`src/rtl/card_sprite_reader_if.sv`:
```
`default_nettype none
// ============================================================================
//  Module      : card_sprite_reader_if
//  Description : Read port of the 512x3 card image RAM.
//                master : sprite reader (drives RE/rAddr, receives dataOut)
//                slave  : RAM side      (receives RE/rAddr, drives dataOut)
//  Signals     : RE      - read enable
//                rAddr   - 9-bit read address {row[4:0], col[3:0]}
//                dataOut - 3-bit colour, valid one clock after RE/rAddr
//  Revision    : 1.0  initial release
// ============================================================================
interface card_sprite_reader_if;
    logic       RE;
    logic [8:0] rAddr;
    logic [2:0] dataOut;

    modport master (output RE, output rAddr, input dataOut);
    modport slave  (input RE, input rAddr, output dataOut);
endinterface
`default_nettype wire

```
`src/rtl/card_sprite_reader.sv`:
```
`default_nettype none
// ============================================================================
//  Module      : card_sprite_reader
//  Description : Overlays a 16x32 card sprite, read from the card image RAM,
//                on a background colour for a 256x240 VGA pixel stream.
//                Card position/enable/mirror are latched at frame start so
//                the card never tears. Fixed 2-clock latency, 1 pixel/clock.
//  Ports       : clock, reset          - clock, synchronous active-high reset
//                pixel_valid/x/y       - current pixel of the video stream
//                card_x/y, card_en,
//                mirror_h              - shadow card settings
//                bg_color              - background colour
//                ram (master)          - RE/rAddr out, dataOut in
//                color_out/color_valid - final pixel colour and its qualifier
//                in_card               - output pixel lies inside the card
//  Revision    : 1.0  initial release
// ============================================================================
module card_sprite_reader #(
    parameter int         CARD_W      = 16,
    parameter int         CARD_H      = 32,
    parameter logic [2:0] TRANSPARENT = 3'b000
) (
    input  wire logic        clock,
    input  wire logic        reset,
    input  wire logic        pixel_valid,
    input  wire logic [7:0]  pixel_x,
    input  wire logic [7:0]  pixel_y,
    input  wire logic [7:0]  card_x,
    input  wire logic [7:0]  card_y,
    input  wire logic        card_en,
    input  wire logic        mirror_h,
    input  wire logic [2:0]  bg_color,
    card_sprite_reader_if.master ram,
    output logic [2:0]       color_out,
    output logic             color_valid,
    output logic             in_card
);

    localparam int c_COL_W = $clog2(CARD_W);
    localparam int c_ROW_W = $clog2(CARD_H);
    localparam logic [c_COL_W-1:0] c_COL_MAX = c_COL_W'(CARD_W - 1);
    localparam logic [8:0]         c_W9      = 9'(CARD_W);
    localparam logic [8:0]         c_H9      = 9'(CARD_H);

    // Active (frame-latched) card settings
    logic [7:0] r_act_x;
    logic [7:0] r_act_y;
    logic       r_act_en;
    logic       r_act_mirror;

    // Stage-0 outputs / stage-1 pipeline
    logic       r_re;
    logic [8:0] r_addr;
    logic       r_v1;
    logic       r_hit1;
    logic [2:0] r_bg1;

    logic               w_frame_start;
    logic [7:0]         w_eff_x;
    logic [7:0]         w_eff_y;
    logic               w_eff_en;
    logic               w_eff_mirror;
    logic [8:0]         w_dx;
    logic [8:0]         w_dy;
    logic               w_hit;
    logic [c_COL_W-1:0] w_col;
    logic [c_ROW_W-1:0] w_row;
    logic [8:0]         w_addr;

    assign w_frame_start = pixel_valid && (pixel_x == 8'd0) && (pixel_y == 8'd0);

    // The (0,0) pixel itself already uses the newly latched settings, so a
    // card placed at the origin is drawn correctly from its very first pixel.
    assign w_eff_x      = w_frame_start ? card_x   : r_act_x;
    assign w_eff_y      = w_frame_start ? card_y   : r_act_y;
    assign w_eff_en     = w_frame_start ? card_en  : r_act_en;
    assign w_eff_mirror = w_frame_start ? mirror_h : r_act_mirror;

    // 9-bit differences: a pixel left of/above the card yields a large value,
    // so the card is clipped at the screen edge rather than wrapped.
    assign w_dx = {1'b0, pixel_x} - {1'b0, w_eff_x};
    assign w_dy = {1'b0, pixel_y} - {1'b0, w_eff_y};

    assign w_hit = pixel_valid && w_eff_en
                && (pixel_x >= w_eff_x) && (w_dx < c_W9)
                && (pixel_y >= w_eff_y) && (w_dy < c_H9);

    assign w_col  = w_eff_mirror ? (c_COL_MAX - w_dx[c_COL_W-1:0]) : w_dx[c_COL_W-1:0];
    assign w_row  = w_dy[c_ROW_W-1:0];
    assign w_addr = {w_row, w_col};

    // Frame-start latch of the shadow settings
    always_ff @(posedge clock) begin
        if (reset) begin
            r_act_x      <= 8'd0;
            r_act_y      <= 8'd0;
            r_act_en     <= 1'b0;
            r_act_mirror <= 1'b0;
        end else if (w_frame_start) begin
            r_act_x      <= card_x;
            r_act_y      <= card_y;
            r_act_en     <= card_en;
            r_act_mirror <= mirror_h;
        end
    end

    // Stage 0 -> RAM request and stage-1 pipeline
    always_ff @(posedge clock) begin
        if (reset) begin
            r_re   <= 1'b0;
            r_addr <= 9'd0;
            r_v1   <= 1'b0;
            r_hit1 <= 1'b0;
            r_bg1  <= 3'd0;
        end else begin
            r_re   <= w_hit;
            if (w_hit) begin
                r_addr <= w_addr;
            end
            r_v1   <= pixel_valid;
            r_hit1 <= w_hit;
            r_bg1  <= bg_color;
        end
    end

    // Output stage: captures the RAM word on the clock after the request
    always_ff @(posedge clock) begin
        if (reset) begin
            color_out   <= 3'd0;
            color_valid <= 1'b0;
            in_card     <= 1'b0;
        end else begin
            color_valid <= r_v1;
            in_card     <= r_v1 && r_hit1;
            if (!r_v1) begin
                color_out <= 3'd0;
            end else if (r_hit1 && (ram.dataOut != TRANSPARENT)) begin
                color_out <= ram.dataOut;
            end else begin
                color_out <= r_bg1;
            end
        end
    end

    assign ram.RE    = r_re;
    assign ram.rAddr = r_addr;

endmodule
`default_nettype wire

```
`src/flat_wrapper.sv`:
```
// flat-port wrapper written by rule: the top's interface ports become plain ports
module card_sprite_reader_flat 
#(
    parameter int         CARD_W      = 16,
    parameter int         CARD_H      = 32,
    parameter logic [2:0] TRANSPARENT = 3'b000
)
  (clock, reset, pixel_valid, pixel_x, pixel_y, card_x, card_y, card_en, mirror_h, bg_color, color_out, color_valid, in_card, ram_RE, ram_rAddr, ram_dataOut);
  card_sprite_reader_if ram_i ();
  input  wire logic clock;
  input  wire logic reset;
  input  wire logic pixel_valid;
  input  wire logic [7:0] pixel_x;
  input  wire logic [7:0] pixel_y;
  input  wire logic [7:0] card_x;
  input  wire logic [7:0] card_y;
  input  wire logic card_en;
  input  wire logic mirror_h;
  input  wire logic [2:0] bg_color;
  output logic [2:0] color_out;
  output logic color_valid;
  output logic in_card;
  output wire logic [$bits(ram_i.RE)-1:0] ram_RE;
  output wire logic [$bits(ram_i.rAddr)-1:0] ram_rAddr;
  input wire logic [$bits(ram_i.dataOut)-1:0] ram_dataOut;
  assign ram_RE = ram_i.RE;
  assign ram_rAddr = ram_i.rAddr;
  assign ram_i.dataOut = ram_dataOut;
  card_sprite_reader #(.CARD_W(CARD_W), .CARD_H(CARD_H), .TRANSPARENT(TRANSPARENT)) u_core (.clock(clock), .reset(reset), .pixel_valid(pixel_valid), .pixel_x(pixel_x), .pixel_y(pixel_y), .card_x(card_x), .card_y(card_y), .card_en(card_en), .mirror_h(mirror_h), .bg_color(bg_color), .ram(ram_i), .color_out(color_out), .color_valid(color_valid), .in_card(in_card));
endmodule
```
`config.mk`:
```
export PLATFORM = sky130hd
export DESIGN_NAME = card_sprite_reader_flat
export DESIGN_NICKNAME = d
export VERILOG_FILES = /design/src/rtl/card_sprite_reader_if.sv /design/src/rtl/card_sprite_reader.sv /design/src/flat_wrapper.sv
export SDC_FILE = /design/constraint.sdc
export NUM_CORES = 1
export LEC_CHECK = 0
export BUFFER_PORTS_ARGS = -buffer_cell sky130_fd_sc_hd__clkbuf_2
export CAP_MARGIN = 40
export CORE_MARGIN = 3
export CORE_UTILIZATION = 58
export DETAILED_ROUTE_END_ITERATION = 10
export HOLD_SLACK_MARGIN = 0.12
export MAX_ROUTING_LAYER = met4
export PLACE_DENSITY = 0.95
export RECOVER_POWER = 25
export SYNTH_ARGS = -nofsm -noshare
export SYNTH_HDL_FRONTEND = slang
export SYNTH_SLANG_ARGS = --single-unit
```
`constraint.sdc`:
```
create_clock -name clock -period 12.8 [get_ports clock]
set_input_delay 3.2 -clock clock [delete_from_list [all_inputs] [get_ports clock]]
set_output_delay 3.2 -clock clock [all_outputs]
set_load 0.02 [all_outputs]
```
After elaboration in Yosys (flattened, before gate mapping):

Cells that the tools add are included.

* register bits: 37
* bits of input ports: 43
* output and inout port bits: 15
* logic and storage cells: 38

* add/subtract/negate cells: 3
* $lt $le $gt $ge: 4
* mux-type cells: 6
* bitwise gates (word level): 1
* reduce and logical (&&, ||, !) cells: 13

Operators with widths (number)
* 8-bit by 8-bit subtractor with 9-bit output: 2
* 8-bit greater-or-equal comparator: 2
* 8-bit logical NOT: 2
* 8-bit 2-to-1 mux: 2
* 1-bit logical AND: 9
* 9-bit by 5-bit less-than comparator with 1-bit output (second input constant): 1
* 9-bit by 6-bit less-than comparator with 1-bit output (second input constant): 1
* 4-bit 2-to-1 mux: 1
* 4-bit subtractor (first input constant): 1
* 3-bit 2-to-1 mux: 1
* 3-bit nonzero test: 1
* 1-bit 2-to-1 mux: 2
* 2-bit OR reduction: 1
* 1-bit NOT: 1

Depth between registers and ports, before layout:

* depth after elaboration: 9
* mapped depth: 20

Least setup slack after synthesis:

Ideal clock, no wire load.

* path kind: input to register
* from: input port pixel_y[1]
* to: register u_core.r_addr[1], in the netlist u_core.ram.rAddr[1]
* setup time: 0.128 ns
* arrival time: 6.857 ns
* required time: 12.672 ns
* path slack: 5.816 ns
* stages on the path: 17
* buffers on the path: 2
* path through: or4_4 nor3_2 nand2_1 buf_1 mux2i_1 ha_1 a21oi_1 a21bo_2 a21oi_1 a211oi_1 and3_1 a21oi_1 o31ai_4 nor3b_2 buf_4 mux2i_1 nor2_1

* cells in the longest elaborated chain, start to end: 8
* elaborated cells between the ends (all ways): 19
* those cells by class: add/sub (3); order compare (4); mux (5); reduce/logical (7)

Ends and longest elaborated chain
* start: declaration: line flat_wrapper.sv:14 `input wire logic [7:0] pixel_y;`
* 8-bit logical NOT: line card_sprite_reader.sv:70 `assign w_frame_start = pixel_valid && (pixel_x == 8'd0) && (pixel_y == 8'd0);`
* 1-bit logical AND: line card_sprite_reader.sv:70
* 8-bit 2-to-1 mux or 1-bit 2-to-1 mux (tied branches)
* 8-bit by 8-bit subtractor with 9-bit output (tied with other cells): line card_sprite_reader.sv:81 `assign w_dx = {1'b0, pixel_x} - {1'b0, w_eff_x};`
* 9-bit by 5-bit less-than comparator with 1-bit output or 1-bit logical AND (tied branches): line card_sprite_reader.sv:85 `&& (pixel_x >= w_eff_x) && (w_dx < c_W9)`
* 1-bit logical AND: line card_sprite_reader.sv:85
* 1-bit logical AND (2 in a row): line card_sprite_reader.sv:86 `&& (pixel_y >= w_eff_y) && (w_dy < c_H9);`
* end signal: assignment: line card_sprite_reader.sv:118 `r_addr <= w_addr;`
* end: declaration: line card_sprite_reader.sv:53 `logic [8:0] r_addr;`

Parallel ways exist; a longest one is shown, timed or not.
A chain may end at the register's enable or synchronous reset.

Worst setup path after layout:

* from: input port pixel_y[1]
* to: register u_core.r_addr[7], in the netlist u_core.ram.rAddr[7]

Same word-level chain as after synthesis.

==> results.toml <==
[logic_synthesis]
synth_fp_nets = 333
synth_area_per_cell_um2 = 8.55
syn_inst = 275
ys_types = 57
seq_area_frac_synth_pct = 31.5
synth_top_cell_by_area = "dfxtp_1"
synth_flop_cell = "dfxtp_1"
ys_ff_latch = 37
synth_top_area_share_pct = 31.5
synth.area.top_cells = "dfxtp_1 (32%), ha_1 (7.5%), mux2i_1 (7.2%)"
synth_area_um2 = 2350
yosys_warnings = 0
synth_edf_count = 0
synthArstFlopShare_pct = 0

[layout]
drive_gt1_share_pct = 24.5
final_cell_mix = "clkbuf_2 (51), nor2_1 (42), dfxtp_1 (37)"
fin_area_um2 = 2750
fillers = 275
final_util_pct = 72.9
area_delta_synth_final_pct = 16.9
nets = 389
stdcell_count = 379
diodes = 0
final_common_cell = "clkbuf_2"

[global_route]
grt_max_degree = 36
grt_usage_pct = 24.9
antenna_found_initial = 0
grt_overflow = 0
grt_pass1_vias = 2238
grt_pass1_wl_um = 9740

[sta]
slew_headroom_pct = -3.77
tns_ns = 0
finalClockSkew_ns = 0.00390
fin_crit_sh_pct = 61.0
min_period_ns = 7.81
fin_ws_ns = 4.99
holdWs_ns = 0.473
hold_viol = 0
setup_viol = 0
rsz0062_at_grt = "no"
max_freq_ghz = 0.128
worst_slew_pin_slew_ns = 1.56
slew_viol_final = 36

[placement]
placedCellCount = 371
hpwl_um = 4470
gp_congestion = 1.09
placed_area_um2 = 2660
port-buffer-count = 57
pre_cts_ws_ns = 4.61

[clock_network]
clockBufferDepth = 2
htreeDepth = 2
clkTransAtPathRegs_ns = 0.07
ctsHoldBuffers = 0
numCtsBuffers = 5
clkLatencyLatePin_ns = 0.29
ctsResizeCount = 0
cts-root-buf = "clkbuf_8"
clkSinkCount = 37
cts_tree = "built"
post-cts-setup-buffers = 0

[worst_setup_path]
critPathLaunchType = "input pin"
cpMaxStageDelayCell = "or4_4"
path_max_fanout = 15
cp_data_arrival_time_ns = 7.92
critPathKind = "input pin to flip-flop"
cp_data_required_time_ns = 12.91
worst_path_largest_cell_delay_ns = 0.57
end_kind = "flip-flop"
crit_path_cell_trace = "clkbuf_2, or4_4, nor3_2, nand2_1, mux2i_1, ha_1, nor2b_1, o31a_1, o311ai_0, mux2_2, a22oi_1, nor2_1, nand2_1, nor3b_2, buf_4, mux2i_1, nor2_1"

[routing]
routed_wl_um = 5690
drtIter0Drc = 129
ant_nets = 0
num_vias = 2257
wl_per_cell_um = 15.0
via_per_inst = 5.96
first_pass_iters = 5
drc = 0

[power_and_ir_drop]
vdd_drop_max_v = 0.0000609
leakage_nw = 1.22
p_total_mw = 0.235
powerDensity_nw_per_um2 = 85.6

[min_path]
hold_class = "flip-flop to flip-flop"

[die]
core_area_um2 = 3770
dieWidth_um = 69.7
die_y_um = 69.7
start_util_pct = 62.3
num_rows = 22
die-area_um2 = 4850
io_pins = 58

[flow_run]
drv_cap = 1

[run_status]
status = "finished with violations"
violations = "max-capacitance violations, max-slew violations"
per-layer routing:
layer	global-route usage, %	vias to the layer above	wire, µm
li1	-	1098	-
met2	42.6	91	2850
met4	8.51	0	108
met1	29.1	1054	2380
met5	-	-	0
met3	5.07	14	360
power by group:
group          internal (mW)  switching [mW]  total (mW)
clock                 0.0425          0.0408      0.0833
combinational         0.0157          0.0199      0.0357
sequential             0.116        0.000231       0.116
cell type report:
cell class	instances	area, µm²	area share (%)
Inverter	13	48.8	1.78
Multi-Input combinational cell	216	1520	55.4
Clock inverter	1	7.51	0.273
Timing Repair Buffer	58	285	10.4
Clock buffer	6	82.6	3.00
Sequential cell	37	741	26.9
Tap cell	48	60.1	2.18
cells by family after synthesis:
kind of cell / count (synthesis) / share of synthesized area [%]
AO/OA/AOI/OAI: 61 / 18.9
XOR/XNOR: 11 / 4.42
adder cells (fa/ha/maj): 15 / 8.30
buffers and inverters: 22 / 3.67
flip-flops: 37 / 31.5
multiplexers: 18 / 7.72
AND/OR/NAND/NOR: 111 / 25.5
cells in the mapped netlist (all sizes together), types with 2 or more instances:
| master | n |
|---|---|
| nand2b | 4 |
| o31ai | 5 |
| nor4 | 4 |
| a211oi | 4 |
| nand4 | 3 |
| and2 | 2 |
| clkbuf | 7 |
| buf | 2 |
| o31a | 2 |
| dfxtp | 37 |
| o211ai | 4 |
| xnor2 | 9 |
| nor2b | 10 |
| o21ai | 10 |
| mux2i | 17 |
| o311ai | 2 |
| nand2 | 15 |
| nor3 | 7 |
| or2 | 3 |
| and3 | 3 |
| nand3 | 7 |
| xor2 | 2 |
| a21oi | 15 |
| inv | 13 |
| nor2 | 43 |
| a22oi | 4 |
| a31o | 2 |
| nor3b | 2 |
| a31oi | 3 |
| ha | 14 |
| o21a | 2 |
worst max-delay path: cells and delay by family:
kind | cells | cell delay [ns]
buffers and inverters | 2 | 0.38
AOI/OAI and AO/OA | 3 | 0.83
and+or+nand+nor | 8 | 2.29
adders and majority gates | 1 | 0.29
muxes | 3 | 0.91
flip-flops by register name (all words and copies together) (netlist names):
signal and cells:
u_core.r_v1 1, u_core.r_act_en 1, u_core.ram.RE 1, u_core.color_out 3, u_core.in_card 1, u_core.r_act_x 8
u_core.color_valid 1, u_core.ram.rAddr 9, u_core.r_bg1 3, u_core.r_act_mirror 1, u_core.r_act_y 8
final timing paths:
| check | from | slack (ns) | endpoint | cells past startpoint |
|---|---|---|---|---|
| setup reg to reg | u_core.r_act_y[1] | 9.32 | u_core.ram.rAddr[7] | 13 |
| setup / recovery | pixel_y[1] | 4.99 | u_core.ram.rAddr[7] | 17 |
| hold / removal | u_core.r_bg1[2] | 0.47 | u_core.color_out[2] | 2 |
| hold reg to reg | u_core.r_bg1[2] | 0.47 | u_core.color_out[2] | 2 |
(Power assumes the default switching activity.)
